===== src/rtl/nn_pkg.sv =====
// Shared types and helpers for the layer-to-layer serializer.
//   state_t : serializer FSM states
//   cnt_w   : word-counter width for an NN-word vector
package nn_pkg;

  typedef enum logic {
    IDLE  = 1'b0,
    SHIFT = 1'b1
  } state_t;

  function automatic int cnt_w(input int nn);
    return $clog2(nn);
  endfunction

endpackage


===== src/rtl/vec_buffer.sv =====
// Vector holding register with an occupancy flag.
//   clk, rstn : clock, async active-low reset
//   load      : capture d_in and mark full (wins over clear)
//   clear     : mark empty; data is left as-is
//   d_in      : vector to capture
//   q_out     : held vector
//   full      : occupancy flag
module vec_buffer #(
  parameter int W = 160
) (
  input  logic         clk,
  input  logic         rstn,
  input  logic         load,
  input  logic         clear,
  input  logic [W-1:0] d_in,
  output logic [W-1:0] q_out,
  output logic         full
);

  logic [W-1:0] data_q, data_d;
  logic         full_q, full_d;

  always_comb begin
    data_d = data_q;
    full_d = full_q;
    if (load) begin
      data_d = d_in;
      full_d = 1'b1;
    end else if (clear) begin
      full_d = 1'b0;
    end
  end

  always_ff @(posedge clk or negedge rstn) begin
    if (!rstn) begin
      data_q <= '0;
      full_q <= 1'b0;
    end else begin
      data_q <= data_d;
      full_q <= full_d;
    end
  end

  assign q_out = data_q;
  assign full  = full_q;

endmodule


===== src/rtl/layer_serializer.sv =====
// Parallel-to-serial bridge between two network layers. A full result
// vector from layer k is captured in one cycle and streamed word 0 first,
// one word per clock, into layer k+1. A one-deep shadow buffer holds a
// vector that arrives mid-stream so consecutive vectors stream gap-free.
//   clk, rstn : clock, async active-low reset
//   i_valid   : per-neuron valid from layer k; any bit set is a strobe
//   i_data    : packed words, word n at i_data[n*dataWidth +: dataWidth]
//   x_valid   : serial word valid (registered)
//   x_out     : serial word (registered, holds when x_valid=0)
//   busy      : streaming or shadow occupied
//   overflow  : sticky, a vector was dropped
//   misalign  : sticky, a strobe came with i_valid not all-ones
//
// state | meaning
// IDLE  | nothing streaming, main buffer empty
// SHIFT | x_out carries main word[cnt]; cnt==NN-1 is the last word
module layer_serializer
  import nn_pkg::*;
#(
  parameter int NN        = 10,
  parameter int dataWidth = 16
) (
  input  logic                    clk,
  input  logic                    rstn,
  input  logic [NN-1:0]           i_valid,
  input  logic [NN*dataWidth-1:0] i_data,
  output logic                    x_valid,
  output logic [dataWidth-1:0]    x_out,
  output logic                    busy,
  output logic                    overflow,
  output logic                    misalign
);

  localparam int VW = NN * dataWidth;
  localparam int CW = cnt_w(NN);
  localparam logic [CW-1:0] LAST = CW'(NN - 1);

  state_t               state_q, state_d;
  logic [CW-1:0]        cnt_q, cnt_d, cnt_nxt;
  logic                 x_valid_q, x_valid_d;
  logic [dataWidth-1:0] x_out_q, x_out_d;
  logic                 overflow_q, overflow_d;
  logic                 misalign_q, misalign_d;

  logic          strobe;
  logic          main_load, main_clear, main_full;
  logic [VW-1:0] main_src, main_data;
  logic          shd_load, shd_clear, shd_full;
  logic [VW-1:0] shd_data;

  assign strobe  = |i_valid;
  assign cnt_nxt = cnt_q + 1'b1;

  vec_buffer #(.W(VW)) u_main (
    .clk   (clk),
    .rstn  (rstn),
    .load  (main_load),
    .clear (main_clear),
    .d_in  (main_src),
    .q_out (main_data),
    .full  (main_full)
  );

  vec_buffer #(.W(VW)) u_shadow (
    .clk   (clk),
    .rstn  (rstn),
    .load  (shd_load),
    .clear (shd_clear),
    .d_in  (i_data),
    .q_out (shd_data),
    .full  (shd_full)
  );

  // x_out is registered, so the word for the next cycle is chosen here:
  // word 0 of a fresh vector at load time, otherwise main word[cnt+1].
  always_comb begin
    state_d    = state_q;
    cnt_d      = cnt_q;
    x_valid_d  = 1'b0;
    x_out_d    = x_out_q;
    overflow_d = overflow_q;
    misalign_d = misalign_q | (strobe & ~(&i_valid));
    main_load  = 1'b0;
    main_clear = 1'b0;
    main_src   = i_data;
    shd_load   = 1'b0;
    shd_clear  = 1'b0;
    case (state_q)
      IDLE: begin
        if (strobe) begin
          main_load = 1'b1;
          x_out_d   = i_data[0 +: dataWidth];
          x_valid_d = 1'b1;
          cnt_d     = '0;
          state_d   = SHIFT;
        end
      end
      SHIFT: begin
        x_valid_d = 1'b1;
        if (cnt_q == LAST) begin
          if (shd_full) begin
            // Shadow drains first; a coincident strobe refills it.
            main_load = 1'b1;
            main_src  = shd_data;
            x_out_d   = shd_data[0 +: dataWidth];
            cnt_d     = '0;
            if (strobe) shd_load  = 1'b1;
            else        shd_clear = 1'b1;
          end else if (strobe) begin
            main_load = 1'b1;
            x_out_d   = i_data[0 +: dataWidth];
            cnt_d     = '0;
          end else begin
            x_valid_d  = 1'b0;
            main_clear = 1'b1;
            state_d    = IDLE;
          end
        end else begin
          x_out_d = main_data[cnt_nxt*dataWidth +: dataWidth];
          cnt_d   = cnt_nxt;
          if (strobe) begin
            if (shd_full) overflow_d = 1'b1;
            else          shd_load   = 1'b1;
          end
        end
      end
      default: state_d = IDLE;
    endcase
  end

  always_ff @(posedge clk or negedge rstn) begin
    if (!rstn) begin
      state_q    <= IDLE;
      cnt_q      <= '0;
      x_valid_q  <= 1'b0;
      x_out_q    <= '0;
      overflow_q <= 1'b0;
      misalign_q <= 1'b0;
    end else begin
      state_q    <= state_d;
      cnt_q      <= cnt_d;
      x_valid_q  <= x_valid_d;
      x_out_q    <= x_out_d;
      overflow_q <= overflow_d;
      misalign_q <= misalign_d;
    end
  end

  // Main buffer occupancy tracks SHIFT exactly.
  main_full_tracks_state: assert property (
    @(posedge clk) disable iff (!rstn) main_full == (state_q == SHIFT));

  assign x_valid  = x_valid_q;
  assign x_out    = x_out_q;
  assign busy     = (state_q == SHIFT) | shd_full;
  assign overflow = overflow_q;
  assign misalign = misalign_q;

endmodule


===== config.mk =====
export PLATFORM = sky130hd
export DESIGN_NAME = layer_serializer
export DESIGN_NICKNAME = d
export VERILOG_FILES = /design/src/rtl/nn_pkg.sv /design/src/rtl/vec_buffer.sv /design/src/rtl/layer_serializer.sv
export SDC_FILE = /design/constraint.sdc
export NUM_CORES = 1
export LEC_CHECK = 0
export CORE_UTILIZATION = 55
export CTS_CLUSTER_DIAMETER = 30
export DETAILED_ROUTE_END_ITERATION = 6
export MAX_ROUTING_LAYER = met4
export PLACE_DENSITY_LB_ADDON = 0.12
export SLEW_MARGIN = 40
export SYNTH_ARGS = -nofsm -noshare
export SYNTH_HDL_FRONTEND = slang
export SYNTH_HIERARCHICAL = 1
export SYNTH_SLANG_ARGS = --single-unit

===== constraint.sdc =====
create_clock -name clk -period 5.2 [get_ports clk]
set_clock_uncertainty 0.2 [all_clocks]
set_input_delay 1.04 -clock clk [delete_from_list [all_inputs] [get_ports clk]]
set_output_delay 1.04 -clock clk [all_outputs]
set_load 0.02 [all_outputs]

==> metrics.txt, run 1 <==
sw frac 0.273; mean post-synth cell area 12.0 µm²; Worst Tran Pin Value 0.779 ns; post-CTS sizing 0; area grow syn2layout 26.9%; clk sinks between 300 and 400; Placed Instances 1958; number of setup buffers added after CTS 0; first-pass GRT wire length 67.5 mm; internal power consumption between 0.009 and 0.01 W; warnings from Yosys 6; nets@finish around 1800; f_max between 200 and 300 MHz; max-slew violations 0; clock latency on the worst-skew pair 0.56 ns; DRC violations left 32; Port Buffers about 190; I/O Pins roughly 190; Core ar. 30700 µm²; Worst VDD drop roughly 0.00037 V; Syn Nets 1616; Logic pwr share 0.249; Iter 0 DRT Violations 822; critical path type reg -> reg; Psw 0.00348 W; Final Util 0.714; WL per Instance 20.6 µm; root cell of the clock tree clkbuf_16; final setup violation count 0; Mapped Area 17300 µm²; Seq pwr share 0.384; RSZ-0062 raised after global routing false; run status finished, violations left; Post-Syn Instances between 1000 and 1500; Initial Util 0.563; Clock Pin Slew Worst Setup and Hold Paths 0.05 ns; final WL 43.0 mm; Die Width 179 µm; Final Non-Filler Cells 2093; violated checks DRC; initial antenna violation count 1; min cycle time layout 3.51 ns; Arr. time, crit path 3.76 ns; largest net degree at the start of global routing roughly 100; Die Ht ~180 µm; Fin. Hold Viols 0; pwr dens 581 nW/µm²; GRT Overall Usage 0.285; max_cap viols 0; startpoint types register; HPWL after DPL 27.3 mm; Min-Delay Path Class in -> async; Detail Route Antenna Nets 0; Max Root-Sink Buffers 3; GPL Wtd Cong 0.843; GRT Residual Overflow 0; leakage approximately 10 nW; CP Max Fanout 21; vias roughly 12000; DR vias/cell 5.57; CTS Buf Count 73; Row Count 64; CTS H-tree lvls 3; Total Neg Setup Slack 0 ns; Worst R2R Setup Slack 1.69 ns; # fillers 2136; Final period util 0.675; WP data required 5.45 ns; CTS tree yes; layout cells sized above 1 0.311; Slew headroom 0.481; vias in the first global route approximately 12000; DRT Pass-1 Iters 7; CTS Hold Bufs 0; die footprint 32200 µm²; clock power share 0.367; Worst Setup End Kind register
[per-stage QoR]
stage / power, W / hold slack, ns / setup WS (ns) / instance area (µm²)
after floorplan: 0.00690 / 0.252 / 2.33 / 17300
after detailed placement: 0.00803 / 0.274 / 1.15 / 19400
after CTS: 0.0128 / 0.285 / 1.69 / 21900
after global routing: 0.0133 / 0.153 / 1.58 / 22000
final: 0.0128 / 0.147 / 1.69 / 22000
after global placement: 0.00786 / 0.259 / 1.17 / 19300
[cell usage in the layout (no fill, tap or decap), types with 2 or more instances in the layout]
master,instances
a21o_1,2
a21oi_1,7
a221oi_1,5
a221oi_2,7
and3_1,3
buf_12,10
buf_4,11
buf_8,2
bufinv_16,7
clkbuf_1,7
clkbuf_16,75
clkbuf_8,19
clkdlybuf4s50_1,190
clkinv_2,15
clkinv_4,3
clkinvlp_4,5
dfrtp_1,343
ha_1,2
inv_1,4
inv_6,3
mux2_2,143
mux2_4,178
mux2i_1,30
mux4_2,32
nand2_1,494
nand3_1,5
nand4_1,3
nor2_1,20
nor3_1,2
o211ai_1,10
o211ai_2,2
o21ai_0,11
o21ai_1,11
or3_1,12
xnor2_4,2
[area by class of cell]
type | count | area, µm² | area share
inverters | 4 | 15.0 | 0.000683
repair buffers | 215 | 2260 | 0.103
well taps | 396 | 495 | 0.0226
diodes | 1 | 2.50 | 0.000114
multi-input cells | 1000 | 8060 | 0.367
flip-flops and latches | 344 | 8610 | 0.392
clock buffers | 100 | 2150 | 0.0979
clock inverters | 33 | 375 | 0.0171
[worst paths after layout]
check / startpoint / to / depth (start not counted)
setup / recovery: cnt_q[0]$_DFF_PN0_ / x_out[13]$_DFF_PN0_ / 7
hold / removal: rstn / u_shadow/q_out[35]$_DFFE_PN0P_ / 1
setup reg to reg: cnt_q[0]$_DFF_PN0_ / x_out[13]$_DFF_PN0_ / 7
hold reg to reg: misalign$_DFF_PN0_ / misalign$_DFF_PN0_ / 1
max in group asynchronous: rstn / u_shadow/q_out[19]$_DFFE_PN0P_ / 3
min in group clk: misalign$_DFF_PN0_ / misalign$_DFF_PN0_ / 1
[power by group through the flow]
stage | sequential, W | clock, W | combinational [W]
6_report | 0.00490 | 0.00469 | 0.00318
5_1_grt | 0.00506 | 0.00488 | 0.00338
4_1_cts | 0.00489 | 0.00473 | 0.00318
3_5_place_dp | 0.00489 | 0 | 0.00315
2_1_floorplan | 0.00464 | 0 | 0.00226
3_3_place_gp | 0.00483 | 0 | 0.00303
[critical path, cell delays in order, from the launching register on]
cell and delay (ns):
dfrtp_4 0.63, ha_1 0.69, buf_8 0.22, buf_4 0.32
nand2_1 0.38, o21ai_1 0.49, o211ai_1 0.21, a221oi_2 0.25
[registers in the layout, indices dropped and copies added, names as in the netlist]
name	cells
cnt_q	4
x_valid	1
misalign	1
overflow	1
u_shadow/full	1
u_main/q_out	160
u_shadow/q_out	160
x_out	16
[layer usage]
layer | wire (µm) | up-vias | track usage
met1 | 19000 | 5900 | 0.382
met2 | 20300 | 387 | 0.435
met3 | 2610 | 74 | 0.0593
met4 | 1070 | 0 | 0.0959
met5 | 0 | - | -
li1 | - | 5306 | -
(Power assumes the default switching activity.)
==> run 2, diff against run 1 <==
==> constraint.sdc (replaced) <==
create_clock -name clk -period 3.55 [get_ports clk]
set_clock_uncertainty 0.2 [all_clocks]
set_input_delay 0.71 -clock clk [delete_from_list [all_inputs] [get_ports clk]]
set_output_delay 0.71 -clock clk [all_outputs]
set_load 0.02 [all_outputs]
==> run 2 against run 1 <==
  * The run still ends with DRC left
  * First-iteration DRC count down 6.2%
  * Power grew 53%
  * Register-to-register slack got worse by 1.1 ns
  * Largest power group is now clock
  * Hold slack gained 0.12 ns
  * Die area did not move
  * Critical path type unchanged
  * Critical path depth unchanged
  * Global-route usage grew 0.66 points
  * Clock power is 64% higher
  * Non-clock buffer count up 14
  * Critical endpoint is now x_out[4]$_DFF_PN0_
==> metrics.txt, run 2 (synthesis results as in run 1) <==
f_max between 300 and 400 MHz; GRT Residual Overflow 0; root cell of the clock tree clkbuf_16; Met2 Wirelength 20.8 mm; initial antenna violation count 1; Psw 0.00527 W; CP Launch Point cnt_q[0]$_DFF_PN0_; Iter 0 DRT Violations 771; final setup violation count 0; max_cap viols 0; Max Root-Sink Buffers 3; leakage 10.1 nW; DRC violations left 32; sw frac 0.270; DR vias/cell 5.60; Port Buffers ~190; I/O Pins roughly 190; final WL 44.0 mm; min cycle time layout 2.93 ns; run status finished, violations left; Worst Tran Pin Value 0.741 ns; nets@finish 1831; Worst R2R Setup Slack 0.62 ns; reg2reg start cnt_q[0]$_DFF_PN0_; Core ar. 30700 µm²; Initial Util 0.563; reg-to-reg endpoint x_out[4]$_DFF_PN0_; Worst Setup End Kind register; startpoint types register; Min-Delay Path Class reg -> reg; Total Neg Setup Slack 0 ns; internal power consumption roughly 0.014 W; Fin. Hold Viols 0; CP Capture Point x_out[4]$_DFF_PN0_; CTS tree yes; violated checks DRC; post-CTS sizing 0; vias in the first global route 12500; Row Count 64; most frequent cells in the layout nand2_1, dfrtp_1, clkdlybuf4s50_1, mux2_4, mux2_2; clock power share 0.393; DR WL met3 2.90 mm; clock latency on the worst-skew pair 0.57 ns; Total Power between 0.015 and 0.02 W; vias 11800; die footprint 32200 µm²; DRT Pass-1 Iters 7; Fin Hold WS 0.268 ns; RSZ-0062 raised after global routing false; commonest non-fill, non-tap cell in the layout nand2_1; layout cells sized above 1 0.317; pwr dens slightly below 900 nW/µm²; Final Non-Filler Cells 2117; CTS H-tree lvls 3; Top Metal Used met4; WL met1 19.0 mm; CP Max Fanout 53; Detail Route Antenna Nets 0; critical path type reg -> reg; Seq pwr share 0.368; Die Ht 179 µm; HPWL after DPL 28.4 mm; Arr. time, crit path approximately 3.2 ns; clk sinks 344; WL per Instance 20.8 µm; largest net degree at the start of global routing 87; area grow syn2layout 29.5%; GRT Overall Usage 0.292; Logic pwr share 0.239; Slew headroom 0.506; WP data required 3.81 ns; first-pass GRT wire length 69.0 mm; Final period util 0.827; number of setup buffers added after CTS 0; max-slew violations 0; Clock Pin Slew Worst Setup and Hold Paths about 0.050 ns; Worst VDD drop 0.000488 V; CTS Buf Count 78; Final Util 0.729; GPL Wtd Cong 0.873; Placed Instances 1972; Reg2Reg Depth 7; Die Width 179 µm
==> run 2: how the worst min path moves through the flow <==
stage	startpoint	end	slack [ns]	cells past startpoint
2_1_floorplan	rstn	cnt_q[0]$_DFF_PN0_	0.21	0
3_3_place_gp	overflow$_DFFE_PN0P_	overflow$_DFFE_PN0P_	0.25	1
3_5_place_dp	overflow$_DFFE_PN0P_	overflow$_DFFE_PN0P_	0.26	1
4_1_cts	overflow$_DFFE_PN0P_	overflow$_DFFE_PN0P_	0.27	1
5_1_grt	overflow$_DFFE_PN0P_	overflow$_DFFE_PN0P_	0.28	1
6_report	overflow$_DFFE_PN0P_	overflow$_DFFE_PN0P_	0.27	1
==> run 2: final cells by class <==
| cell class | count | area [µm²] |
|---|---|---|
| diodes | 1 | 2.50 |
| clock buffers | 102 | 2190 |
| clock inverters | 41 | 631 |
| fillers | 2054 | 8340 |
| inverters | 4 | 15.0 |
| multi-input cells | 1000 | 8040 |
| flip-flops and latches | 344 | 8610 |
| well taps | 396 | 495 |
| repair buffers | 229 | 2420 |
==> run 2: per-layer routing <==
layer,vias to the layer above,track usage
met4,0,0.110
met1,5991,0.386
met5,-,-
met3,92,0.0618
li1,5376,-
met2,386,0.443
==> run 2: power by group through the flow <==
stage          sequential, W  clock [W]  combinational, W
6_report             0.00718    0.00767           0.00467
4_1_cts              0.00716    0.00775           0.00465
2_1_floorplan        0.00680          0           0.00331
3_3_place_gp         0.00705          0           0.00445
3_5_place_dp         0.00713          0           0.00460
5_1_grt              0.00739    0.00797           0.00494
==> run 2: worst max-delay path, cell delays in order (launching register included) <==
cell      delay [ns]
dfrtp_4         0.42
buf_6           0.58
nand3_1         0.24
xnor2_2         0.50
buf_4           0.30
or3_1           0.13
o211ai_1        0.15
a221oi_1        0.29
==> run 2: repair_timing <==
action / 4_1_cts / 5_1_grt
endpoints found under the hold margin: 25 / 0
hold buffers: 1 / 0
endpoints found under the setup margin: 0 / 0
==> run 2: metrics by stage <==
step                instance area (µm²)  setup slack (ns)
floorplan                         17300              1.01
global placement                  19500            0.0575
detailed placement                19600             0.416
CTS                               22400             0.662
global route                      22400             0.383
finish                            22400             0.615
